`config.mk`:
```
export PLATFORM = sky130hd
export DESIGN_NAME = uart_tx_ctrl_flat
export DESIGN_NICKNAME = d
export VERILOG_FILES = /design/src/rtl/uart_tx_ctrl_if.sv /design/src/rtl/uart_tx_ctrl.sv /design/src/flat_wrapper.sv
export SDC_FILE = /design/constraint.sdc
export NUM_CORES = 1
export LEC_CHECK = 0
export ABC_AREA = 1
export BUFFER_PORTS_ARGS = -buffer_cell sky130_fd_sc_hd__buf_2
export CORE_AREA = 2 2 39 41
export DETAILED_ROUTE_END_ITERATION = 10
export DIE_AREA = 0 0 41 43
export GPL_TIMING_DRIVEN = 0
export PLACE_DENSITY_LB_ADDON = 0.25
export SKIP_LAST_GASP = 1
export SLEW_MARGIN = 20
export SYNTH_ARGS = -nofsm -noshare
export SYNTH_HDL_FRONTEND = slang
export SYNTH_SLANG_ARGS = --single-unit
export TNS_END_PERCENT = 1
```
`constraint.sdc`:
```
create_clock -name clk -period 2.9 [get_ports clk]
set_clock_uncertainty 0.15 [all_clocks]
set_input_delay 0.58 -clock clk [delete_from_list [all_inputs] [get_ports clk]]
set_output_delay 0.58 -clock clk [all_outputs]
set_load 0.03 [all_outputs]
```
`src/rtl/uart_tx_ctrl_if.sv`:
```
// -----------------------------------------------------------------------------
// uart_tx_ctrl_if
// Handshake/control bundle between the UART TX frame sequencer and its
// neighbours (TX data source, serializer, parity calculator, output mux).
//
// Signals:
//   data_valid  source -> ctrl  new byte available on the TX data bus
//   par_en      source -> ctrl  parity enable, sampled at frame acceptance
//   par_load    ctrl -> parity  one-cycle capture strobe
//   ser_load    ctrl -> serial  one-cycle capture strobe (with par_load)
//   ser_en      ctrl -> serial  shift enable during DATA
//   bit_cnt     ctrl -> *       index of the data bit on the line, 0 otherwise
//   mux_sel     ctrl -> mux     00 start, 01 stop/idle, 10 data, 11 parity
//   busy        ctrl -> *       frame in progress
//
// Modports: master = the side driving data_valid/par_en (source / bench),
//           slave  = the frame sequencer.
// -----------------------------------------------------------------------------
interface uart_tx_ctrl_if #(
  parameter int DATA_WIDTH = 8
);
  localparam int CNT_W = (DATA_WIDTH > 1) ? $clog2(DATA_WIDTH) : 1;

  logic             data_valid;
  logic             par_en;
  logic             par_load;
  logic             ser_load;
  logic             ser_en;
  logic [CNT_W-1:0] bit_cnt;
  logic [1:0]       mux_sel;
  logic             busy;

  modport master (
    output data_valid, par_en,
    input  par_load, ser_load, ser_en, bit_cnt, mux_sel, busy
  );

  modport slave (
    input  data_valid, par_en,
    output par_load, ser_load, ser_en, bit_cnt, mux_sel, busy
  );
endinterface

```
`src/rtl/uart_tx_ctrl.sv`:
```
// -----------------------------------------------------------------------------
// uart_tx_ctrl
// Frame sequencer for the UART transmit path. Accepts a byte-valid strobe,
// pulses the serializer/parity load strobes and steps the frame
// START -> DATA x DATA_WIDTH -> [PARITY] -> STOP, one UART bit per clk.
// Back-to-back frames are accepted in the final stop cycle with no idle gap.
//
// Ports:
//   clk  TX bit clock
//   rst  asynchronous active-low reset
//   bus  uart_tx_ctrl_if.slave (data_valid/par_en in; load strobes, ser_en,
//        bit_cnt, mux_sel, busy out)
//
// Every output is a flop: the value loaded on an edge is the value for the
// state being entered, so there is no input-to-output combinational path.
// The load strobes are therefore high during the first START cycle, i.e. the
// cycle right after the accepting edge.
//
// Build option: define UART_TX_TWO_STOP_EN to add a second stop bit (STOP2);
// back-to-back acceptance then moves from STOP to STOP2.
// -----------------------------------------------------------------------------
module uart_tx_ctrl #(
  parameter int DATA_WIDTH = 8
) (
  input  logic         clk,
  input  logic         rst,
  uart_tx_ctrl_if.slave bus
);
  localparam int CNT_W = (DATA_WIDTH > 1) ? $clog2(DATA_WIDTH) : 1;
  localparam logic [CNT_W-1:0] LAST_BIT = CNT_W'(DATA_WIDTH - 1);

  localparam logic [1:0] MUX_START  = 2'b00;
  localparam logic [1:0] MUX_STOP   = 2'b01;
  localparam logic [1:0] MUX_DATA   = 2'b10;
  localparam logic [1:0] MUX_PARITY = 2'b11;

  typedef enum logic [2:0] {
    IDLE   = 3'd0,
    START  = 3'd1,
    DATA   = 3'd2,
    PARITY = 3'd3,
`ifdef UART_TX_TWO_STOP_EN
    STOP   = 3'd4,
    STOP2  = 3'd5
`else
    STOP   = 3'd4
`endif
  } state_e;

  state_e           state_q;
  logic             par_load_q;
  logic             ser_load_q;
  logic             ser_en_q;
  logic [CNT_W-1:0] bit_cnt_q;
  logic [1:0]       mux_sel_q;
  logic             busy_q;
  logic             par_en_q;

  // NOTE: all state here uses non-blocking assignments so every flop samples
  // the pre-edge values of its neighbours; blocking would chain them.
  always_ff @(posedge clk or negedge rst) begin
    if (!rst) begin
      state_q    <= IDLE;
      par_load_q <= 1'b0;
      ser_load_q <= 1'b0;
      ser_en_q   <= 1'b0;
      bit_cnt_q  <= '0;
      mux_sel_q  <= MUX_STOP;
      busy_q     <= 1'b0;
      par_en_q   <= 1'b0;
    end else begin
      // NOTE: strobes default low each cycle so they can only ever be
      // one-cycle pulses; only the accepting branch raises them.
      par_load_q <= 1'b0;
      ser_load_q <= 1'b0;

      case (state_q)
        // Acceptance points: IDLE, and the final stop cycle of a frame.
`ifdef UART_TX_TWO_STOP_EN
        IDLE, STOP2: begin
`else
        IDLE, STOP: begin
`endif
          if (bus.data_valid) begin
            state_q    <= START;
            par_load_q <= 1'b1;
            ser_load_q <= 1'b1;
            par_en_q   <= bus.par_en;
            mux_sel_q  <= MUX_START;
            busy_q     <= 1'b1;
          end else begin
            state_q    <= IDLE;
            mux_sel_q  <= MUX_STOP;
            busy_q     <= 1'b0;
          end
          ser_en_q  <= 1'b0;
          bit_cnt_q <= '0;
        end

        START: begin
          state_q   <= DATA;
          mux_sel_q <= MUX_DATA;
          ser_en_q  <= 1'b1;
          bit_cnt_q <= '0;
          busy_q    <= 1'b1;
        end

        DATA: begin
          busy_q <= 1'b1;
          if (bit_cnt_q == LAST_BIT) begin
            ser_en_q  <= 1'b0;
            bit_cnt_q <= '0;
            if (par_en_q) begin
              state_q   <= PARITY;
              mux_sel_q <= MUX_PARITY;
            end else begin
              state_q   <= STOP;
              mux_sel_q <= MUX_STOP;
            end
          end else begin
            bit_cnt_q <= CNT_W'(bit_cnt_q + 1'b1);
          end
        end

        PARITY: begin
          state_q   <= STOP;
          mux_sel_q <= MUX_STOP;
          busy_q    <= 1'b1;
        end

`ifdef UART_TX_TWO_STOP_EN
        STOP: begin
          state_q   <= STOP2;
          mux_sel_q <= MUX_STOP;
          busy_q    <= 1'b1;
        end
`endif

        // Unreachable encodings fall back to idle outputs on the next edge.
        default: begin
          state_q   <= IDLE;
          mux_sel_q <= MUX_STOP;
          ser_en_q  <= 1'b0;
          bit_cnt_q <= '0;
          busy_q    <= 1'b0;
        end
      endcase
    end
  end

  assign bus.par_load = par_load_q;
  assign bus.ser_load = ser_load_q;
  assign bus.ser_en   = ser_en_q;
  assign bus.bit_cnt  = bit_cnt_q;
  assign bus.mux_sel  = mux_sel_q;
  assign bus.busy     = busy_q;
endmodule

```
`src/flat_wrapper.sv`:
```
// flat-port wrapper written by rule: the top's interface ports become plain ports
module uart_tx_ctrl_flat 
#(
  parameter int DATA_WIDTH = 8
)
  (clk, rst, bus_data_valid, bus_par_en, bus_par_load, bus_ser_load, bus_ser_en, bus_bit_cnt, bus_mux_sel, bus_busy);
  uart_tx_ctrl_if #(.DATA_WIDTH(DATA_WIDTH)) bus_i ();
  input  logic clk;
  input  logic rst;
  input wire logic [$bits(bus_i.data_valid)-1:0] bus_data_valid;
  input wire logic [$bits(bus_i.par_en)-1:0] bus_par_en;
  output wire logic [$bits(bus_i.par_load)-1:0] bus_par_load;
  output wire logic [$bits(bus_i.ser_load)-1:0] bus_ser_load;
  output wire logic [$bits(bus_i.ser_en)-1:0] bus_ser_en;
  output wire logic [$bits(bus_i.bit_cnt)-1:0] bus_bit_cnt;
  output wire logic [$bits(bus_i.mux_sel)-1:0] bus_mux_sel;
  output wire logic [$bits(bus_i.busy)-1:0] bus_busy;
  assign bus_i.data_valid = bus_data_valid;
  assign bus_i.par_en = bus_par_en;
  assign bus_par_load = bus_i.par_load;
  assign bus_ser_load = bus_i.ser_load;
  assign bus_ser_en = bus_i.ser_en;
  assign bus_bit_cnt = bus_i.bit_cnt;
  assign bus_mux_sel = bus_i.mux_sel;
  assign bus_busy = bus_i.busy;
  uart_tx_ctrl #(.DATA_WIDTH(DATA_WIDTH)) u_core (.clk(clk), .rst(rst), .bus(bus_i));
endmodule
```
==> impl_metrics.py <==
metrics = {
    "status": {
        "outcome": "finished clean",
    },
    "critical_path": {
        "ff2ff_setup_slack_ns": 1.45,
        "critPathLaunch": "u_core.bus.mux_sel[0]",
        "end_kind": "primary output",
        "crit_type": "register to primary output",
        "critical-path-slowest-cell": "dfstp_2",
        "critPathBufInv": 1,
        "required_ns": 2.17,
        "crit_chain": "buf_2",
        "rr_endpoint": "u_core.bus.mux_sel[1]",
        "cp_slowest_stage_delay_ns": 0.53,
        "critPathLaunchType": "register",
        "cp_top_family": "flip-flops",
        "crit_fanout": 2,
        "setup.worst_path.end": "bus_mux_sel[0]",
        "cp.arrival_ns": 0.98,
        "cp.depth": 1,
        "reg2reg_depth": 6,
        "regToRegStartpoint": "u_core.bus.bit_cnt[0]",
    },
    "clocking": {
        "cts_root_buf": "clkbuf_4",
        "numCtsBuffers": 3,
        "cts.sinks": 12,
        "clkTransAtPathRegs_ns": 0.07,
        "clk_latency_ns": 0.27,
        "cts_tree": "done",
        "cts_hold_buf": 0,
        "h-tree-depth": 1,
        "post-cts-setup-buffers": 0,
        "post_cts_resized": 0,
        "clk_path_buf_depth": 2,
    },
    "die": {
        "ios": 13,
        "fp.dieH_um": 43,
        "coreArea_mm2": 0.00138,
        "start_util_pct": 38.4,
        "dieArea_mm2": 0.00176,
        "fp-row-count": 14,
        "die_w_um": 41,
    },
    "logic_synthesis": {
        "synth-simple-area-share_pct": 28.9,
        "synth.area.top_cells": "dfrtp_1, nand2_1, dfstp_2",
        "yosys_register_bits": 12,
        "synthCells": 63,
        "ys_seq_area_share_pct": 56.7,
        "synthMuxAreaShare_pct": 0,
        "synth_area_um2": 532,
        "synth_top_area_share_pct": 51.8,
        "synth_adder_area_share_pct": 4.71,
        "synth_top_cell_by_area": "dfrtp_1",
        "synth_cell_types": 13,
        "synth_xor_area_share_pct": 0,
        "syn_avg_cell_area_um2": 8.44,
        "synth_top_family_by_area": "simple AND/OR/NAND/NOR gates",
        "synth_compound_area_share_pct": 3.29,
        "yosys_warnings": 0,
        "synth_nets": 69,
    },
    "route": {
        "routed.top_layer": "met4",
        "num_vias": 436,
        "routed_via_density": 4.59,
        "drt_iter0_drc": 6,
        "wl_met1_um": 389,
        "wl_met2_um": 442,
        "wirelength_um": 881,
        "drc": 0,
        "wire_per_inst_um": 9.27,
        "wl_met3_um": 26,
        "antenna_left": 0,
        "dr.pass1.iters": 2,
    },
    "power_and_ir_drop": {
        "p_comb_share_pct": 45.3,
        "power_leakage_nw": 0.391,
        "internal_power_w": 0.000397,
        "power_frac_clock_pct": 14.5,
        "ir_drop_v": 0.000355,
        "p_sw_w": 0.000331,
        "total_power_w": 0.000727,
        "power.density_mw_per_mm2": 1140,
        "p_sw_share_pct": 45.4,
        "seq_power_share_pct": 40.2,
    },
    "global_route": {
        "grt_pass1_wl_mm": 1.46,
        "grt_overflow": 0,
        "grt_max_degree": 13,
        "antenna_found_initial": 0,
        "grtUsageTotal_pct": 12.8,
        "grt_pass1_vias": 364,
    },
    "sta": {
        "setup-violations-final": 0,
        "setup-tns-final_ns": 0,
        "rsz0062_at_grt": "no",
        "finalHoldViolCount": 0,
        "layout_min_cycle_time_ns": 1.71,
        "slew_violations": 0,
        "fin_crit_sh_pct": 58.9,
        "fmax_mhz": 585,
        "slew_headroom_pct": 82.1,
        "max_slew.worst_pin.slew_ns": 0.269,
    },
    "placement": {
        "place.gp.congestion": 0.807,
        "hpwl_um": 706,
        "io_buffer_count": 12,
    },
    "layout": {
        "drive_gt1_share_pct": 25.3,
        "antenna_cells": 0,
        "syn_to_final_growth_pct": 20.0,
        "nets": 86,
        "fillers": 138,
    },
    "worst_hold_path": {
        "hp-class": "input pin to async pin",
    },
    "job": {
        "drv_cap": 0,
    },
}
==> worst min path at each step <==
stage	startpoint	to	slack, ns	depth (start not counted)
2_1_floorplan	rst	u_core.bus.bit_cnt[0]	0.13	0
3_3_place_gp	u_core.bus.mux_sel[0]	u_core.bus.mux_sel[0]	0.31	2
3_5_place_dp	u_core.bus.mux_sel[0]	u_core.bus.mux_sel[0]	0.31	2
4_1_cts	rst	u_core.state_q[2]	0.03	1
5_1_grt	rst	u_core.bus.busy	0.04	1
6_report	rst	u_core.state_q[2]	0.02	1
==> synthesized netlist by cell type <==
cell type	n
nand2_1	28
o21ai_1	1
ha_1	2
nor3_2	1
nor2_1	7
o211ai_1	1
inv_1	7
dfstp_2	1
dfrtp_1	11
nor2_2	1
o21ai_0	1
buf_4	1
nand2_2	1
==> per-layer routing <==
layer	global-route usage [%]	up-vias
met5	0	-
met1	15.7	201
met4	10.0	0
met3	3.14	4
li1	-	223
met2	18.1	8
==> cells in the final DEF, fill, tap and decap left out, drive strengths merged <==
| cell | synthesis | final |
|---|---|---|
| nand2 | 29 | 29 |
| buf | 1 | 13 |
| dfrtp | 11 | 11 |
| nor2 | 8 | 8 |
| inv | 7 | 7 |
| clkbuf | 0 | 4 |
| ha | 2 | 2 |
| o21ai | 2 | 2 |
| nor3 | 1 | 1 |
| o211ai | 1 | 1 |
| dfstp | 1 | 1 |
==> state kept, by name (all words and copies together) (netlist names) <==
name and flops:
u_core.bus.ser_load 1, u_core.bus.busy 1, u_core.state_q 3, u_core.bus.ser_en 1, u_core.bus.bit_cnt 3, u_core.par_en_q 1
u_core.bus.mux_sel 2
==> kinds of logic (layout without fill, tap and decap cells) <==
logic type,count (synthesis),in the layout
compound gates,3,3
flops,12,12
buf+inv,8,24
fa+ha+maj,2,2
simple gates,38,38
==> layout make-up <==
class	count	area (µm²)	area share, %
sequential	12	302	47.3
inverter	7	26.3	4.12
timing repair buffer	12	60.1	9.41
clock buffer	4	26.3	4.12
tap	16	20.0	3.14
multi-input combinational	43	196	30.8
buffer	1	7.51	1.18
==> through the flow <==
stage	utilization [%]	cell area, µm²	hold WS (ns)	setup slack, ns	std cells
2_1_floorplan	-	532	0.134	1.40	63
3_3_place_gp	44.2	612	0.306	1.46	91
3_5_place_dp	44.2	612	0.305	1.44	91
4_1_cts	46.1	638	0.0306	1.19	95
5_1_grt	46.1	638	0.0362	1.16	95
6_report	46.1	638	0.0244	1.19	95
==> power groups by stage <==
stage / combinational (W) / sequential, W / clock [W]
5_1_grt: 0.000375 / 0.000303 / 0.000120
2_1_floorplan: 0.000170 / 0.000375 / 0
3_3_place_gp: 0.000331 / 0.000295 / 0
3_5_place_dp: 0.000335 / 0.000296 / 0
6_report: 0.000330 / 0.000292 / 0.000105
4_1_cts: 0.000336 / 0.000293 / 0.000110
(Power assumes the default switching activity.)
